### config.mk
export PLATFORM = sky130hd
export DESIGN_NAME = cu_sequencer_flat
export DESIGN_NICKNAME = d
export VERILOG_FILES = /design/src/rtl/cu_sequencer_if.sv /design/src/rtl/cu_sequencer.sv /design/src/flat_wrapper.sv
export SDC_FILE = /design/constraint.sdc
export NUM_CORES = 1
export LEC_CHECK = 0
export ABC_AREA = 1
export CELL_PAD_IN_SITES_DETAIL_PLACEMENT = 0
export CELL_PAD_IN_SITES_GLOBAL_PLACEMENT = 1
export CORE_ASPECT_RATIO = 0.9
export CORE_MARGIN = 3
export CORE_UTILIZATION = 29
export DETAILED_ROUTE_END_ITERATION = 8
export PLACE_DENSITY_LB_ADDON = 0.1
export SYNTH_ARGS = -nofsm -noshare
export SYNTH_HDL_FRONTEND = slang
export SYNTH_SLANG_ARGS = --single-unit
### constraint.sdc
create_clock -name clk -period 6.16 [get_ports clk]
set_clock_uncertainty 0.15 [all_clocks]
set_input_delay 1.54 -clock clk [delete_from_list [all_inputs] [get_ports clk]]
set_output_delay 1.54 -clock clk [all_outputs]
set_load 0.01 [all_outputs]
### src/rtl/cu_sequencer_if.sv
// Handshake/bus bundle between cu_sequencer and the datapath it steers.
// master = sequencer side, slave = datapath/testbench side.
interface cu_sequencer_if #(
    parameter int NREGS = 16
) ();
    logic             stop;
    logic [31:0]      IR;
    logic             con;
    logic             mem_ready;
    logic [29:0]      ctrl;
    logic [NREGS-1:0] R_enableIn;
    logic [31:0]      trap_vec;
    logic             run;

    modport master (
        input  stop, IR, con, mem_ready,
        output ctrl, R_enableIn, trap_vec, run
    );

    modport slave (
        output stop, IR, con, mem_ready,
        input  ctrl, R_enableIn, trap_vec, run
    );
endinterface

### src/rtl/cu_sequencer.sv
// Multi-cycle control sequencer: one state per clock, one-hot strobes decoded from state.
// Optional illegal-opcode trap enabled by defining CU_TRAP_EN.
module cu_sequencer #(
    parameter int          NREGS       = 16,
    parameter int          LINK_REG    = 15,
    parameter logic [31:0] TRAP_VECTOR = 32'h0000_0000
) (
    input  logic              clk,
    input  logic              rst,
    cu_sequencer_if.master    bus
);
    typedef enum logic [5:0] {
        S_RESET, S_F0, S_F1, S_F2, S_F3,
        S_A1, S_A2, S_WB, S_IM1, S_L1, S_I2, S_LS3,
        S_LD4, S_LD5, S_ST4, S_ST5,
        S_MD1, S_MD2, S_MD3, S_MD4, S_NN1,
        S_BR1, S_BR2, S_BR4, S_JR1, S_JAL1,
        S_IN1, S_OUT1, S_MFHI1, S_MFLO1, S_NOP1, S_TRAP1, S_HALT
    } state_t;

    localparam int B_PCOUT = 0,  B_PCIN = 1,  B_INCPC = 2,  B_MARIN = 3;
    localparam int B_MDRIN = 4,  B_MDROUT = 5, B_READ = 6,  B_RAMWE = 7;
    localparam int B_IRIN = 8,   B_GRA = 9,   B_GRB = 10,   B_GRC = 11;
    localparam int B_RIN = 12,   B_ROUT = 13, B_BAOUT = 14, B_COUT = 15;
    localparam int B_YIN = 16,   B_ZLIN = 17, B_ZHIN = 18,  B_ZLOUT = 19;
    localparam int B_ZHOUT = 20, B_HIIN = 21, B_LOIN = 22,  B_HIOUT = 23;
    localparam int B_LOOUT = 24, B_CONIN = 25, B_INPOUT = 26, B_OUTPEN = 28;
    localparam int B_TRAP = 29;

    localparam logic [4:0] OP_LD = 5'd0, OP_ST = 5'd2, OP_BR = 5'd19;

    state_t           state_q, state_d, fsm_next_s;
    logic [29:0]      ctrl_q, ctrl_d;
    logic [NREGS-1:0] ren_q, ren_d;
    logic             run_q, run_d;
    logic [4:0]       opcode_s;

    assign opcode_s = bus.IR[31:27];

    function automatic state_t first_exec(input logic [4:0] op);
        state_t s;
        case (op)
            5'd0, 5'd1, 5'd2:                           s = S_L1;
            5'd3, 5'd4, 5'd5, 5'd6, 5'd7, 5'd8, 5'd9,
            5'd10, 5'd11:                               s = S_A1;
            5'd12, 5'd13, 5'd14:                        s = S_IM1;
            5'd15, 5'd16:                               s = S_MD1;
            5'd17, 5'd18:                               s = S_NN1;
            5'd19:                                      s = S_BR1;
            5'd20:                                      s = S_JR1;
            5'd21:                                      s = S_JAL1;
            5'd22:                                      s = S_IN1;
            5'd23:                                      s = S_OUT1;
            5'd24:                                      s = S_MFHI1;
            5'd25:                                      s = S_MFLO1;
            5'd26:                                      s = S_NOP1;
            5'd27:                                      s = S_HALT;
`ifdef CU_TRAP_EN
            default:                                    s = S_TRAP1;
`else
            default:                                    s = S_NOP1;
`endif
        endcase
        return s;
    endfunction

    function automatic logic [29:0] strobes_of(input state_t s);
        logic [29:0] c;
        c = 30'd0;
        case (s)
            S_F0:    begin c[B_PCOUT] = 1'b1; c[B_MARIN] = 1'b1; end
            S_F1:    begin c[B_READ] = 1'b1; c[B_MDRIN] = 1'b1; end
            S_F2:    begin c[B_MDROUT] = 1'b1; c[B_IRIN] = 1'b1; end
            S_F3:    begin c[B_INCPC] = 1'b1; c[B_PCIN] = 1'b1; end
            S_A1, S_IM1: begin c[B_GRB] = 1'b1; c[B_ROUT] = 1'b1; c[B_YIN] = 1'b1; end
            S_A2:    begin c[B_GRC] = 1'b1; c[B_ROUT] = 1'b1; c[B_ZLIN] = 1'b1; c[B_ZHIN] = 1'b1; end
            S_WB:    begin c[B_ZLOUT] = 1'b1; c[B_GRA] = 1'b1; c[B_RIN] = 1'b1; end
            S_L1:    begin c[B_GRB] = 1'b1; c[B_BAOUT] = 1'b1; c[B_YIN] = 1'b1; end
            S_I2:    begin c[B_COUT] = 1'b1; c[B_ZLIN] = 1'b1; c[B_ZHIN] = 1'b1; end
            S_LS3:   begin c[B_ZLOUT] = 1'b1; c[B_MARIN] = 1'b1; end
            S_LD4:   begin c[B_READ] = 1'b1; c[B_MDRIN] = 1'b1; end
            S_LD5:   begin c[B_MDROUT] = 1'b1; c[B_GRA] = 1'b1; c[B_RIN] = 1'b1; end
            S_ST4:   begin c[B_GRA] = 1'b1; c[B_ROUT] = 1'b1; c[B_MDRIN] = 1'b1; end
            S_ST5:   begin c[B_MDROUT] = 1'b1; c[B_RAMWE] = 1'b1; end
            S_MD1:   begin c[B_GRA] = 1'b1; c[B_ROUT] = 1'b1; c[B_YIN] = 1'b1; end
            S_MD2:   begin c[B_GRB] = 1'b1; c[B_ROUT] = 1'b1; c[B_ZLIN] = 1'b1; c[B_ZHIN] = 1'b1; end
            S_MD3:   begin c[B_ZLOUT] = 1'b1; c[B_LOIN] = 1'b1; end
            S_MD4:   begin c[B_ZHOUT] = 1'b1; c[B_HIIN] = 1'b1; end
            S_NN1:   begin c[B_GRB] = 1'b1; c[B_ROUT] = 1'b1; c[B_ZLIN] = 1'b1; end
            S_BR1:   begin c[B_GRA] = 1'b1; c[B_ROUT] = 1'b1; c[B_CONIN] = 1'b1; end
            S_BR2:   begin c[B_PCOUT] = 1'b1; c[B_YIN] = 1'b1; end
            S_BR4:   begin c[B_ZLOUT] = 1'b1; c[B_PCIN] = 1'b1; end
            S_JR1:   begin c[B_GRA] = 1'b1; c[B_ROUT] = 1'b1; c[B_PCIN] = 1'b1; end
            S_JAL1:  begin c[B_PCOUT] = 1'b1; end
            S_IN1:   begin c[B_INPOUT] = 1'b1; c[B_GRA] = 1'b1; c[B_RIN] = 1'b1; end
            S_OUT1:  begin c[B_GRA] = 1'b1; c[B_ROUT] = 1'b1; c[B_OUTPEN] = 1'b1; end
            S_MFHI1: begin c[B_HIOUT] = 1'b1; c[B_GRA] = 1'b1; c[B_RIN] = 1'b1; end
            S_MFLO1: begin c[B_LOOUT] = 1'b1; c[B_GRA] = 1'b1; c[B_RIN] = 1'b1; end
`ifdef CU_TRAP_EN
            S_TRAP1: begin c[B_TRAP] = 1'b1; c[B_PCIN] = 1'b1; end
`endif
            default: c = 30'd0;
        endcase
        return c;
    endfunction

    // Next-state logic; stop overrides everything except rst.
    always_comb begin
        fsm_next_s = state_q;
        case (state_q)
            S_RESET: fsm_next_s = S_F0;
            S_F0:    fsm_next_s = S_F1;
            S_F1:    fsm_next_s = bus.mem_ready ? S_F2 : S_F1;
            S_F2:    fsm_next_s = S_F3;
            S_F3:    fsm_next_s = first_exec(opcode_s);
            S_A1:    fsm_next_s = S_A2;
            S_A2:    fsm_next_s = S_WB;
            S_IM1:   fsm_next_s = S_I2;
            S_L1:    fsm_next_s = S_I2;
            // Shared Cout/Z state: branch tests con here, ld/st go to address, others write back.
            S_I2: begin
                if (opcode_s == OP_BR) begin
                    fsm_next_s = bus.con ? S_BR4 : S_F0;
                end else if ((opcode_s == OP_LD) || (opcode_s == OP_ST)) begin
                    fsm_next_s = S_LS3;
                end else begin
                    fsm_next_s = S_WB;
                end
            end
            S_LS3:   fsm_next_s = (opcode_s == OP_ST) ? S_ST4 : S_LD4;
            S_LD4:   fsm_next_s = bus.mem_ready ? S_LD5 : S_LD4;
            S_ST4:   fsm_next_s = S_ST5;
            S_ST5:   fsm_next_s = bus.mem_ready ? S_F0 : S_ST5;
            S_MD1:   fsm_next_s = S_MD2;
            S_MD2:   fsm_next_s = S_MD3;
            S_MD3:   fsm_next_s = S_MD4;
            S_NN1:   fsm_next_s = S_WB;
            S_BR1:   fsm_next_s = S_BR2;
            S_BR2:   fsm_next_s = S_I2;
            S_JAL1:  fsm_next_s = S_JR1;
            S_WB, S_LD5, S_MD4, S_BR4, S_JR1, S_IN1, S_OUT1,
            S_MFHI1, S_MFLO1, S_NOP1, S_TRAP1: fsm_next_s = S_F0;
            S_HALT:  fsm_next_s = S_HALT;
            default: fsm_next_s = S_RESET;
        endcase

        if (bus.stop) begin
            state_d = S_HALT;
        end else begin
            state_d = fsm_next_s;
        end

        ctrl_d = strobes_of(state_d);
        run_d  = (state_d != S_HALT);
        ren_d  = '0;
        if (state_d == S_JAL1) begin
            ren_d[LINK_REG] = 1'b1;
        end else begin
            ren_d = '0;
        end
    end

    // State and output registers; outputs are loaded with the decode of the next state.
    always_ff @(posedge clk) begin
        if (rst) begin
            state_q <= S_RESET;
            ctrl_q  <= 30'd0;
            ren_q   <= '0;
            run_q   <= 1'b1;
        end else begin
            state_q <= state_d;
            ctrl_q  <= ctrl_d;
            ren_q   <= ren_d;
            run_q   <= run_d;
        end
    end

    assign bus.ctrl       = ctrl_q;
    assign bus.R_enableIn = ren_q;
    assign bus.run        = run_q;
    assign bus.trap_vec   = TRAP_VECTOR;
endmodule

### src/flat_wrapper.sv
// flat-port wrapper written by rule: the top's interface ports become plain ports
module cu_sequencer_flat 
#(
    parameter int          NREGS       = 16,
    parameter int          LINK_REG    = 15,
    parameter logic [31:0] TRAP_VECTOR = 32'h0000_0000
)
  (clk, rst, bus_stop, bus_IR, bus_con, bus_mem_ready, bus_ctrl, bus_R_enableIn, bus_trap_vec, bus_run);
  cu_sequencer_if #(.NREGS(NREGS)) bus_i ();
  input  logic clk;
  input  logic rst;
  input wire logic [$bits(bus_i.stop)-1:0] bus_stop;
  input wire logic [$bits(bus_i.IR)-1:0] bus_IR;
  input wire logic [$bits(bus_i.con)-1:0] bus_con;
  input wire logic [$bits(bus_i.mem_ready)-1:0] bus_mem_ready;
  output wire logic [$bits(bus_i.ctrl)-1:0] bus_ctrl;
  output wire logic [$bits(bus_i.R_enableIn)-1:0] bus_R_enableIn;
  output wire logic [$bits(bus_i.trap_vec)-1:0] bus_trap_vec;
  output wire logic [$bits(bus_i.run)-1:0] bus_run;
  assign bus_i.stop = bus_stop;
  assign bus_i.IR = bus_IR;
  assign bus_i.con = bus_con;
  assign bus_i.mem_ready = bus_mem_ready;
  assign bus_ctrl = bus_i.ctrl;
  assign bus_R_enableIn = bus_i.R_enableIn;
  assign bus_trap_vec = bus_i.trap_vec;
  assign bus_run = bus_i.run;
  cu_sequencer #(.NREGS(NREGS), .LINK_REG(LINK_REG), .TRAP_VECTOR(TRAP_VECTOR)) u_core (.clk(clk), .rst(rst), .bus(bus_i));
endmodule
# --- Word-level counts from Yosys, hierarchy flattened ---
# Memory sizes are Yosys's and may differ from the RTL's.
# Cells that the tools add are included.
totals:
  ff_bits: 53
  rom_bits: 192
  in_bits: 37
  out_inout_bits: 79
  wordCells: 128
  n_memories: 1
classes:
  n_eq_ne: 64
  muxes: 37
  n_reduce_logical: 20
memory_table:
  columns: ["name", "words", "width", "rd", "rd_ports_with_merged_regs", "write_ports", "line_no", "source"]
  rows:
  - ["(name not given)", 32, 6, 1, 0, 0, "cu_sequencer.sv:42", "case (op)"]
ops:
  columns: ["op", "n"]
  rows:
  - ["equality test 6 x 5 -> 1 bit, second input constant", 30]
  - ["one-hot mux 6 bit (19 select lines)", 1]
  - ["equality test 6 x 4 -> 1 bit, second input constant", 16]
  - ["equality test 6 x 3 -> 1 bit, second input constant", 8]
  - ["two-way mux 1 bit", 29]
  - ["equality test 6 x 2 -> 1 bit, second input constant", 4]
  - ["OR reduction 10 bit", 2]
  - ["OR reduction 3 bit", 6]
  - ["OR reduction 5 bit", 3]
  - ["equality test 6 x 1 -> 1 bit, second input constant", 2]
  - ["two-way mux 6 bit", 2]
  - ["OR reduction 12 bit", 1]
  - ["two-way mux 4 bit", 2]
  - ["OR reduction 4 bit", 2]
  - ["equality test 6 bit, second input constant", 1]
  - ["logical NOT 6 bit", 1]
  - ["!= test 6 bit, second input constant", 1]
  - ["OR reduction 2 bit", 3]
  - ["equality test 5 x 2 -> 1 bit, second input constant", 1]
  - ["equality test 5 bit, second input constant", 1]
  - ["logical NOT 5 bit", 1]
  - ["two-way mux 5 bit", 1]
  - ["two-way mux 2 bit", 2]
  - ["logical OR 1 bit", 1]

# --- Logic depth before layout (Yosys ltp) ---
# Gate-level depths: netlist (run 1).
depth:
  word_depth: 9
  mapped_depth: 18
  depth_no_buf: 18

# --- Worst setup path before layout (run 1) ---
# Ideal clock, no wire load.
synth_path:
  kind: "input-to-reg"
  from: "in bus_IR[30]"
  to: "reg u_core.ctrl_q[13] (netlist: u_core.bus.ctrl[13])"
  setup_ps: 114
  t_arrival_ps: 2869
  required_time_ps: 5896
  slack_ps: 3027
  path_stages: 15
  n_path_buf: 1
  cell_sequence: "clkbuf_2 -> nor2_1 -> nand2_1 -> nand3_1 -> nand2_1 -> nand2_1 -> nand2_1 -> o21ai_2 -> nor2_1 -> nand3_1 -> nand2_1 -> nand2_1 -> nand2_1 -> nor2_1 -> nand2_1"
synth_between:
  elab_chain_len: 9
  word_cells_on_any_way: 22
  cone_classes: "eq/ne: 12; mux: 6; reduce/logical: 3; memory: 1"
synth_rtl:
  columns: ["item", "line_no", "source"]
  rows:
  - ["start: declaration", "flat_wrapper.sv:13", "input wire logic [$bits(bus_i.IR)-1:0] bus_IR;"]
  - ["branches (longest 4 deep; another with memory read (32 x 6 bit))", null, null]
  - ["one-hot mux 6 bit (19 select lines) *", "cu_sequencer.sv:110", "case (state_q)"]
  - ["two-way mux 6 bit *", "cu_sequencer.sv:147", "if (bus.stop) begin"]
  - ["equality test 6 x 3 -> 1 bit (tied with other cells)", "cu_sequencer.sv:70", "case (s)"]
  - ["OR reduction 10 bit (no line) *", null, null]
  - ["two-way mux 1 bit *", "cu_sequencer.sv:70", null]
  - ["end signal: assignment", "cu_sequencer.sv:172", "ctrl_q <= ctrl_d;"]
  - ["end: declaration", "cu_sequencer.sv:33", "logic [29:0] ctrl_q, ctrl_d;"]
# Mark *: on every way between the ends.
# A chain may end at the register's enable or synchronous reset.

# --- Worst setup path in the final report (run 1) ---
# Ends and elaborated chain as after synthesis.

==> results of run 1 <==
[cell type report]
type	count	area, um2
flip-flops and latches	35	701
clock buffers	6	72.6
inverters	37	139
clock inverters	2	12.5
well taps	96	120
multi-input cells	285	1330
fillers	882	5000
repair buffers	39	390
[critical path: cells and delay by family]
family                 cells  cell delay (ns)
buffers and inverters      2             0.87
AND/OR/NAND/NOR           12             1.42
[power breakdown]
part	leakage (nW)	switching, mW	internal [mW]
combinational	1.03	0.0476	0.0169
clock	0.0412	0.0785	0.0789
sequential	0.283	0.00209	0.228
total	1.35	0.128	0.324
[per-stage QoR]
step           utilization [%]  instance area, um2  total power, mW
2_1_floorplan                -                2560            0.304
3_3_place_gp              34.5                2680            0.300
3_5_place_dp              34.5                2680            0.299
4_1_cts                   35.6                2770            0.458
5_1_grt                   35.6                2770            0.479
6_report                  35.6                2770            0.452
[worst paths after layout]
| kind | from | to | slack, ns | depth (start not counted) |
|---|---|---|---|---|
| setup reg to reg | u_core.state_q[4] | u_core.bus.ctrl[13] | 3.61 | 14 |
| hold reg to reg | u_core.state_q[4] | u_core.bus.run | 0.68 | 4 |
| hold / removal | u_core.state_q[4] | u_core.bus.run | 0.68 | 4 |
| setup / recovery | bus_IR[30] | u_core.bus.ctrl[13] | 2.40 | 14 |
[synth_stat cells, types with 4 or more instances]
cell type and instances:
buf_4 50, nand2_1 88, o21ai_0 5, nand2_2 4, inv_1 28, inv_2 8, nor2_2 12, dfxtp_1 35
nand4_1 7, a21oi_1 6, nor2_4 7, o21ai_1 4, nand3_1 34, nor2_1 52
[layer usage]
metal  global-route usage, %  up-vias  share of wire, %
met5                       0        -                 0
li1                        -     1125                 -
met3                    3.42        2               7.3
met1                    19.6      965                51
met4                    1.33        0              0.29
met2                    18.6       88                41
[cells by family after synthesis]
group / after synthesis
and+or+nand+nor: 216
buffers and inverters: 90
DFF: 35
AOI/OAI and AO/OA: 20
other: 1
[flip-flops by register name, summed over array words and instances (netlist names)]
signal	cells
u_core.state_q	6
u_core.bus.run	1
u_core.bus.R_enableIn	1
u_core.bus.ctrl	27
==> summary.txt, run 1 <==
Routed Antenna Nets: 0
number of DRC markers in iteration 0: 100
post-synth cell types: 29
WL final: 5.89 mm
mux contribution to synthesized area: 0%
gr ovfl total: 0
crit path max fanout: 8
Post-Synth XOR/XNOR Area: 0%
Worst Hold Class: reg -> reg
Slowest cell on crit path: clkdlybuf4s50_1
Total GRT Usage: 12.9%
initial antenna violation count: 0
mapped cell area: 0.00238 mm2
DP Cell Count: 492
top cell type's share of synthesized area: 29.4%
Inserted Clock Buffers: 5
status: complete, no violations
Max IR drop VDD: 0.0936 mV
final HPWL from detailed placement: 4.77 mm
Static Leak: 1.35 nW
die width: 102 um
# IOs: 116
vias in the first global route: 1971
Post-CTS Setup Inserts: 0
Synth Flop Type: dfxtp_1
Tmin final: 3.76 ns
Simple-Gate Fraction of Synth Area: 43.2%
adder-cell area share of the yosys netlist: 0%
chain of cells forming the critical path: clkdlybuf4s50_1, nand2_1, nor3_2, nand3b_1, nand2_1, nor2_2, nand3_1, inv_1, nand3_1, nand2_1, nand2_1, nand2_1, nor2_1, nand2_1
class of the most critical setup path: in -> reg
root buffer cell: clkbuf_8
die area: 0.00935 mm2
Setup WS pre-CTS: 2.09 ns
CP peak stage delay: 0.63 ns
Seq/Total Area, Yosys: 29.4%
EDFF count, synth: 0
YS warnings: 0
crit end category: flip-flop
commonest cells after routing, fill and taps aside: 88 x nand2_1, 52 x nor2_1, 49 x conb_1, 39 x clkdlybuf4s50_1, 35 x dfxtp_1
clk sinks: 35
Relative slew margins: 56.9%
CP dominant cell by count: nand2_1
area grow syn2layout: 15.9%
Max Clk Rate: 266 MHz
H-tree depth: 2
final layout net count: 440
ratio of final minimum period to clock period: 61.1%
largest net degree at the start of global routing: 15
hold slack: 0.683 ns
vias per cell: 4.36
Post-CTS Hold Fix Bufs: 0
largest family of logic cells by synthesized area: simple AND/OR/NAND/NOR gates
layout cells sized above 1: 11.6%
cell accounting for the most synthesized area: dfxtp_1
deepest clock path buffer count: 2
Area contributors post-synth: dfxtp_1 29%, buf_4 16%, nand2_1 14%, nor2_1 8.2%, nand3_1 7.1%
Worst Setup Start Kind: primary input
Vias: 2180
post-route insts no fill: 500
initial core utilization: 30.7%
Post-Syn Instances: 362
global-route wire length before repair: 9.77 mm
average wire per standard cell: 11.8 um
GPL Wtd Cong: 0.832
drc violations: 0
Final Setup Violations: 0
synthesized area per cell: 6.59 um2
die height: 92.0 um
Worst Path Required: 6.23 ns
RSZ-0062 raised after global routing: no
final setup margin: 2.40 ns
Tightest Pin Transition: 0.645 ns
CP arrival: 3.84 ns
First-pass DRT Iterations: 4
Port Buffers: 39
CTS tree: done
Setup TNS: 0 ns
Clk pin slew, worst setup/hold paths: 0.07 ns
commonest non-fill, non-tap cell in the layout: nand2_1
Compound-Gate Fraction of Synth Area: 4.88%
FP Rows: 30
max-slew violations: 0
diode count: 0
Power Dens Cells: 164 mW/mm2
post-CTS sizing: 0
clk_lat worst skew: 0.28 ns
Core Area: 0.00777 mm2
Final Hold Viols: 0
ys async rst share: 0%
register bit total from synthesis: 35
MaxCap Viol Count: 0
Note: power is estimated with default switching activity, not from simulation.
==> run 2, diff against run 1 <==
--- a/config.mk
+++ b/config.mk
@@ -10,7 +10,7 @@
 export CELL_PAD_IN_SITES_GLOBAL_PLACEMENT = 1
 export CORE_ASPECT_RATIO = 0.9
 export CORE_MARGIN = 3
-export CORE_UTILIZATION = 29
+export CORE_UTILIZATION = 27
 export DETAILED_ROUTE_END_ITERATION = 8
 export PLACE_DENSITY_LB_ADDON = 0.1
 export SYNTH_ARGS = -nofsm -noshare
==> constraint.sdc (replaced) <==
create_clock -name clk -period 3.6 [get_ports clk]
set_clock_uncertainty 0.15 [all_clocks]
set_input_delay 0.9 -clock clk [delete_from_list [all_inputs] [get_ports clk]]
set_output_delay 0.9 -clock clk [all_outputs]
set_load 0.01 [all_outputs]
==> run 2 against run 1 <==
Net effect:
- final area grew 1.9%
- worst setup slack lost 1.9 ns
- critical endpoint unchanged
- combinational power grew 75%
- clock power grew 78%
- non-clock buffer count grew 4
- sequential power grew 71%
==> summary.txt, run 2 (same netlist as run 1, synthesis figures left out) <==
max-slew violations: 0 (unchanged)
Setup TNS: 0 ns (unchanged)
WL final: 6.00 mm (+1.9%)
average wire per standard cell: 11.5 um (-2.6%)
Power Dens Cells: 279 mW/mm2 (+71%)
largest net degree at the start of global routing: 14 (-1)
MaxCap Viol Count: 0 (unchanged)
commonest non-fill, non-tap cell in the layout: nand2_1
Hold Path Origin: u_core.state_q[4]
Power Total: 788 uW (+74%)
Tightest Pin Transition: 0.530 ns (-0.115 ns)
Final Setup Violations: 0 (unchanged)
class of the most critical setup path: in -> reg
die area: 0.0100 mm2 (+6.9%)
Tmin final: 3.05 ns
Clk pin slew, worst setup/hold paths: 0.08 ns (about the same)
Worst Path Required: 3.69 ns (-2.54 ns)
Total GRT Usage: 12.4% (-0.51 points)
Clock power frac: 35.6% (+0.8 points)
status: complete, no violations
post-CTS sizing: 0 (unchanged)
Seq. cell area: 701 um2 (unchanged)
final layout net count: 444 (+0.91%)
Sw Ratio: 29.3% (+0.94 points)
Reg-to-Reg Start: u_core.state_q[4]
crit end category: flip-flop
initial core utilization: 28.7% (-2.0 points)
H-tree depth: 2 (unchanged)
CP arrival: 3.14 ns (-0.70 ns)
gr ovfl total: 0 (unchanged)
drc violations: 0 (unchanged)
CP dominant cell by count: nand2_1
Worst Setup Start Kind: primary input
First-pass DRT Iterations: 4 (unchanged)
Inserted Clock Buffers: 5 (unchanged)
die height: 95.2 um (+3.4%)
area grow syn2layout: 18.2%
root buffer cell: clkbuf_8
WHS Path Cells: 4 (unchanged)
# fillers: 943 (+6.9%)
R2R Path End: u_core.bus.ctrl[13]
Routed Antenna Nets: 0 (unchanged)
Vias: 2151 (-1.3%)
crit path max fanout: 8 (unchanged)
# IOs: 116 (unchanged)
vias in the first global route: 2052 (+4.1%)
Slowest cell on crit path: clkdlybuf4s50_1
Comb pwr share: 14.4% (+0.2 points)
layout cells sized above 1: 12.5% (+0.87 points)
vias per cell: 4.11 (-5.7%)
chain of cells forming the critical path: clkdlybuf4s50_1, nor2_1, nand2_1, nor2_1, nand2_1, nand2_1, nor2_1, nand2_1, nor2_1, nor2_1, nor2_1, nand2_1, o21ai_1, nand2_1, nand2_1, nand2_1, nand2_1
r2r setup slk: 1.03 ns (-2.58 ns)
deepest clock path buffer count: 2 (unchanged)
ratio of final minimum period to clock period: 84.8%
Min-Delay Endpoint: u_core.bus.run
Post-CTS Hold Fix Bufs: 0 (unchanged)
Worst Hold Class: reg -> reg
Relative slew margins: 64.7% (+7.8 points)
initial antenna violation count: 0 (unchanged)
die width: 105 um (+3.4%)
number of DRC markers in iteration 0: 112 (+12%)
clk sinks: 35 (unchanged)
global-route wire length before repair: 10.0 mm (+2.5%)
final HPWL from detailed placement: 4.89 mm (+2.5%)
CTS tree: done
switching power total: 231 uW (+80%)
internal power: 557 uW (+72%)
clk_lat worst skew: 0.29 ns (about the same)
Port Buffers: 39 (unchanged)
Post-CTS Setup Inserts: 0 (unchanged)
diode count: 0 (unchanged)
path depth of the worst reg2reg path: 13 (-1)
Core Area: 0.00830 mm2 (+6.8%)
Final Hold Viols: 0 (unchanged)
RSZ-0062 raised after global routing: no
area of the multi-input gates: 0.00133 mm2 (unchanged)
CP peak stage delay: 0.62 ns (about the same)
FP Rows: 31 (+3.3%)
Seq pwr share: 50.0% (-1.0 points)
max reg flops: 27 (unchanged)
Max IR drop VDD: 0.127 mV (+36%)
Max Clk Rate: 327 MHz
Static Leak: 1.37 nW (+1.4%)
commonest cells after routing, fill and taps aside: 88 x nand2_1, 52 x nor2_1, 49 x conb_1, 39 x clkdlybuf4s50_1, 35 x dfxtp_1
GPL Wtd Cong: 0.816 (-1.9%)
[run 2: power by group through the flow]
stage	registers (mW)	clock network, mW	logic [mW]
2_1_floorplan	0.404	0	0.117
3_3_place_gp	0.403	0	0.114
3_5_place_dp	0.403	0	0.112
4_1_cts	0.394	0.288	0.113
5_1_grt	0.394	0.305	0.128
6_report	0.394	0.280	0.113
[run 2: how the worst max path moves through the flow]
stage / endpoint / cells after the start / slack (ns) / start
2_1_floorplan: u_core.bus.ctrl[13] / 15 / 1.11 / bus_IR[30]
3_5_place_dp: u_core.bus.ctrl[13] / 12 / 0.24 / bus_IR[30]
6_report: u_core.bus.ctrl[13] / 17 / 0.55 / bus_IR[30]
4_1_cts: u_core.bus.ctrl[13] / 14 / 0.53 / bus_IR[30]
5_1_grt: u_core.bus.ctrl[13] / 18 / 0.21 / bus_IR[30]
3_3_place_gp: u_core.bus.ctrl[13] / 14 / 0.18 / bus_IR[30]
[run 2: final cells by class]
cell class / count / share of cell area (%)
Clock buffer: 6 / 2.57
Clock inverter: 2 / 0.444
Inverter: 37 / 4.93
Multi-Input combinational cell: 285 / 47.2
Sequential cell: 35 / 24.9
Tap cell: 115 / 5.10
Timing Repair Buffer: 43 / 14.9
[run 2: critical path, delay by kind of cell]
kind | cells | cell delay (ns)
buffers and inverters | 1 | 0.62
AOI/OAI and AO/OA | 1 | 0.10
and+or+nand+nor | 15 | 1.50
[run 2: routing by layer]
layer	wire length (um)	vias to the layer above	share of wire, %	global-route usage [%]
li1	-	1132	-	-
met1	3060	925	51	17.4
met2	2410	88	40	19.0
met3	468	6	7.8	3.52
met4	63	0	1.0	2.08
met5	0	-	0	0
[run 2: through the flow]
| step | hold WS [ns] | setup slack (ns) | cells | instance area (um2) | utilization [%] |
|---|---|---|---|---|---|
| 2_1_floorplan | 0.552 | 1.11 | 410 | 2560 | - |
| 3_3_place_gp | 0.694 | 0.178 | 515 | 2730 | 32.9 |
| 3_5_place_dp | 0.691 | 0.239 | 515 | 2730 | 32.9 |
| 4_1_cts | 0.710 | 0.531 | 523 | 2820 | 34.0 |
| 5_1_grt | 0.759 | 0.208 | 523 | 2820 | 34.0 |
| 6_report | 0.702 | 0.546 | 523 | 2820 | 34.0 |
==> run 3, diff against run 2 <==
--- a/config.mk
+++ b/config.mk
@@ -10,7 +10,7 @@
 export CELL_PAD_IN_SITES_GLOBAL_PLACEMENT = 1
 export CORE_ASPECT_RATIO = 0.9
 export CORE_MARGIN = 3
-export CORE_UTILIZATION = 27
+export CORE_UTILIZATION = 25
 export DETAILED_ROUTE_END_ITERATION = 8
 export PLACE_DENSITY_LB_ADDON = 0.1
 export SYNTH_ARGS = -nofsm -noshare
==> constraint.sdc (replaced) <==
create_clock -name clk -period 2.6 [get_ports clk]
set_clock_uncertainty 0.15 [all_clocks]
set_input_delay 0.65 -clock clk [delete_from_list [all_inputs] [get_ports clk]]
set_output_delay 0.65 -clock clk [all_outputs]
set_load 0.01 [all_outputs]
==> run 3 against run 2 <==
Net effect:
- critical path depth unchanged
- power up 42%
- final area up 15%
- core utilization up 1.3 points
- sequential cell count unchanged
- sequential power up 39%
- non-clock buffer count up 48
- critical path type unchanged
- largest power group unchanged
- highest routed layer unchanged
==> summary.txt, run 3 (same netlist as run 1, synthesis figures left out) <==
Worst Hold Class: reg -> reg
r2r setup slk: 0.23 ns (-0.80 ns)
R2R Path End: u_core.bus.ctrl[13]
clk_lat worst skew: 0.29 ns (about the same)
average wire per standard cell: 11.1 um (-3.4%)
global-route wire length before repair: 10.3 mm (+2.8%)
initial antenna violation count: 0 (unchanged)
layout cells sized above 1: 25.4% (+13 points)
Setup WS pre-CTS: -0.454 ns (-0.693 ns)
H-tree depth: 2 (unchanged)
commonest cells after routing, fill and taps aside: 83 x nand2_1, 52 x buf_4, 49 x conb_1, 47 x nor2_1, 35 x dfxtp_1
Static Leak: 1.61 nW (+18%)
highest metal used: met4
Clk pin slew, worst setup/hold paths: 0.07 ns (about the same)
vias per cell: 4.01 (-2.5%)
commonest non-fill, non-tap cell in the layout: nand2_1
Total GRT Usage: 12.0% (-0.36 points)
GPL Wtd Cong: 0.811 (-0.67%)
Max IR drop VDD: 0.215 mV (+69%)
vias in the first global route: 2131 (+3.8%)
CP dominant cell by count: nand2_1
path depth of the worst reg2reg path: 15 (+2)
gr ovfl total: 0 (unchanged)
diode count: 0 (unchanged)
initial core utilization: 25.9% (-2.8 points)
crit path max fanout: 5 (-3)
CP Capture Point: u_core.bus.ctrl[13]
status: complete, no violations
number of DRC markers in iteration 0: 61 (-46%)
fin area: 0.00325 mm2 (+15%)
CP peak stage delay: 0.48 ns (-0.14 ns)
# IOs: 116 (unchanged)
root buffer cell: clkbuf_8
max reg flops: 27 (unchanged)
final setup margin: 0.194 ns (-0.352 ns)
Tmin final: 2.41 ns
deepest clock path buffer count: 2 (unchanged)
CP arrival: 2.43 ns (-0.71 ns)
crit end category: flip-flop
metal2 WL: 2.66 mm (+10%)
Core Area: 0.00921 mm2 (+11%)
DP Cell Count: 569 (+10%)
FP Rows: 33 (+6.5%)
Final Hold Viols: 0 (unchanged)
area grow syn2layout: 36.1%
Final Setup Violations: 0 (unchanged)
CP Launch Point: bus_mem_ready
Port Buffers: 39 (unchanged)
RSZ-0062 raised after global routing: yes
Routed Antenna Nets: 0 (unchanged)
Reg-to-Reg Start: u_core.state_q[0]
Worst Path Required: 2.62 ns (-1.07 ns)
die area: 0.0107 mm2 (+7.5%)
chain of cells forming the critical path: clkdlybuf4s50_1, inv_1, nand3_2, buf_4, nand2_1, nor2_1, nand2_1, inv_2, nand2_2, nand2_4, nor2_4, nand3_1, nand2_1, nand2_1, nand2_1, nor2_1, nand2_1
Area after DPL: 0.00310 mm2 (+13%)
Max Clk Rate: 416 MHz
drc violations: 0 (unchanged)
die height: 98.7 um (+3.7%)
class of the most critical setup path: in -> reg
Worst Setup Start Kind: primary input
die width: 109 um (+3.7%)
Inserted Clock Buffers: 5 (unchanged)
Slowest cell on crit path: clkdlybuf4s50_1
ratio of final minimum period to clock period: 92.5%
wire length on met3: 438 um (-6.4%)
WL final: 6.41 mm (+6.7%)
post-route insts no fill: 578 (+11%)
MaxCap Viol Count: 0 (unchanged)
Power Dens Cells: 346 mW/mm2 (+24%)
final HPWL from detailed placement: 5.22 mm (+6.8%)
max-slew violations: 0 (unchanged)
clk sinks: 35 (unchanged)
CTS tree: done
Power Total: 1.12 mW (+42%)
detailed-routing wirelength on met1: 3.27 mm (+6.7%)
First-pass DRT Iterations: 4 (unchanged)
largest net degree at the start of global routing: 14 (unchanged)
Vias: 2318 (+7.8%)
final layout net count: 492 (+11%)
[run 3: worst min-delay path by stage]
| stage | end | depth (start not counted) | start |
|---|---|---|---|
| global placement | u_core.bus.run | 5 | u_core.state_q[4] |
| finish | u_core.bus.run | 5 | u_core.state_q[4] |
| detailed placement | u_core.bus.run | 5 | u_core.state_q[4] |
| global route | u_core.bus.run | 5 | u_core.state_q[4] |
| CTS | u_core.bus.run | 5 | u_core.state_q[4] |
| floorplan | u_core.bus.run | 4 | u_core.state_q[4] |
[run 3: per-stage QoR]
stage	setup TNS (ns)	util, %	hold WS [ns]
2_1_floorplan	0	-	0.552
3_3_place_gp	-10.23	33.6	0.802
3_5_place_dp	-9.49	33.6	0.789
4_1_cts	0	34.9	0.819
5_1_grt	-0.0474	35.2	0.908
6_report	0	35.2	0.796
[run 3: power breakdown]
group / internal [mW] / switching, mW / total [mW]
Clock: 0.187 / 0.197 / 0.384
Combinational: 0.0663 / 0.126 / 0.192
Sequential: 0.541 / 0.00538 / 0.546
Total: 0.794 / 0.328 / 1.12
[run 3: final cells by class]
type | count | area (um2)
sequential | 35 | 701
inverter | 37 | 139
fill | 1045 | 5960
clock buffer | 6 | 72.6
tap | 122 | 153
timing repair buffer | 91 | 767
clock inverter | 2 | 12.5
multi-input combinational | 285 | 1400
[run 3: critical path, delay by kind of cell]
family	cells	cell delay (ns)
buf+inv	4	0.71
simple gates	13	1.07
[run 3: layer usage]
layer,vias up,GRT usage [%]
li1,1228,-
met1,999,18.3
met2,87,17.3
met3,4,2.16
met4,0,2.82
met5,-,0
[run 3: what timing repair did]
| item | 4_1_cts | 5_1_grt |
|---|---|---|
| buffers inserted | 0 | 1 |
| pin swaps | 3 | 3 |
| setup endpoints to repair | 21 | 12 |
| gates resized for setup | 15 | 14 |
| hold buffers | 0 | 0 |
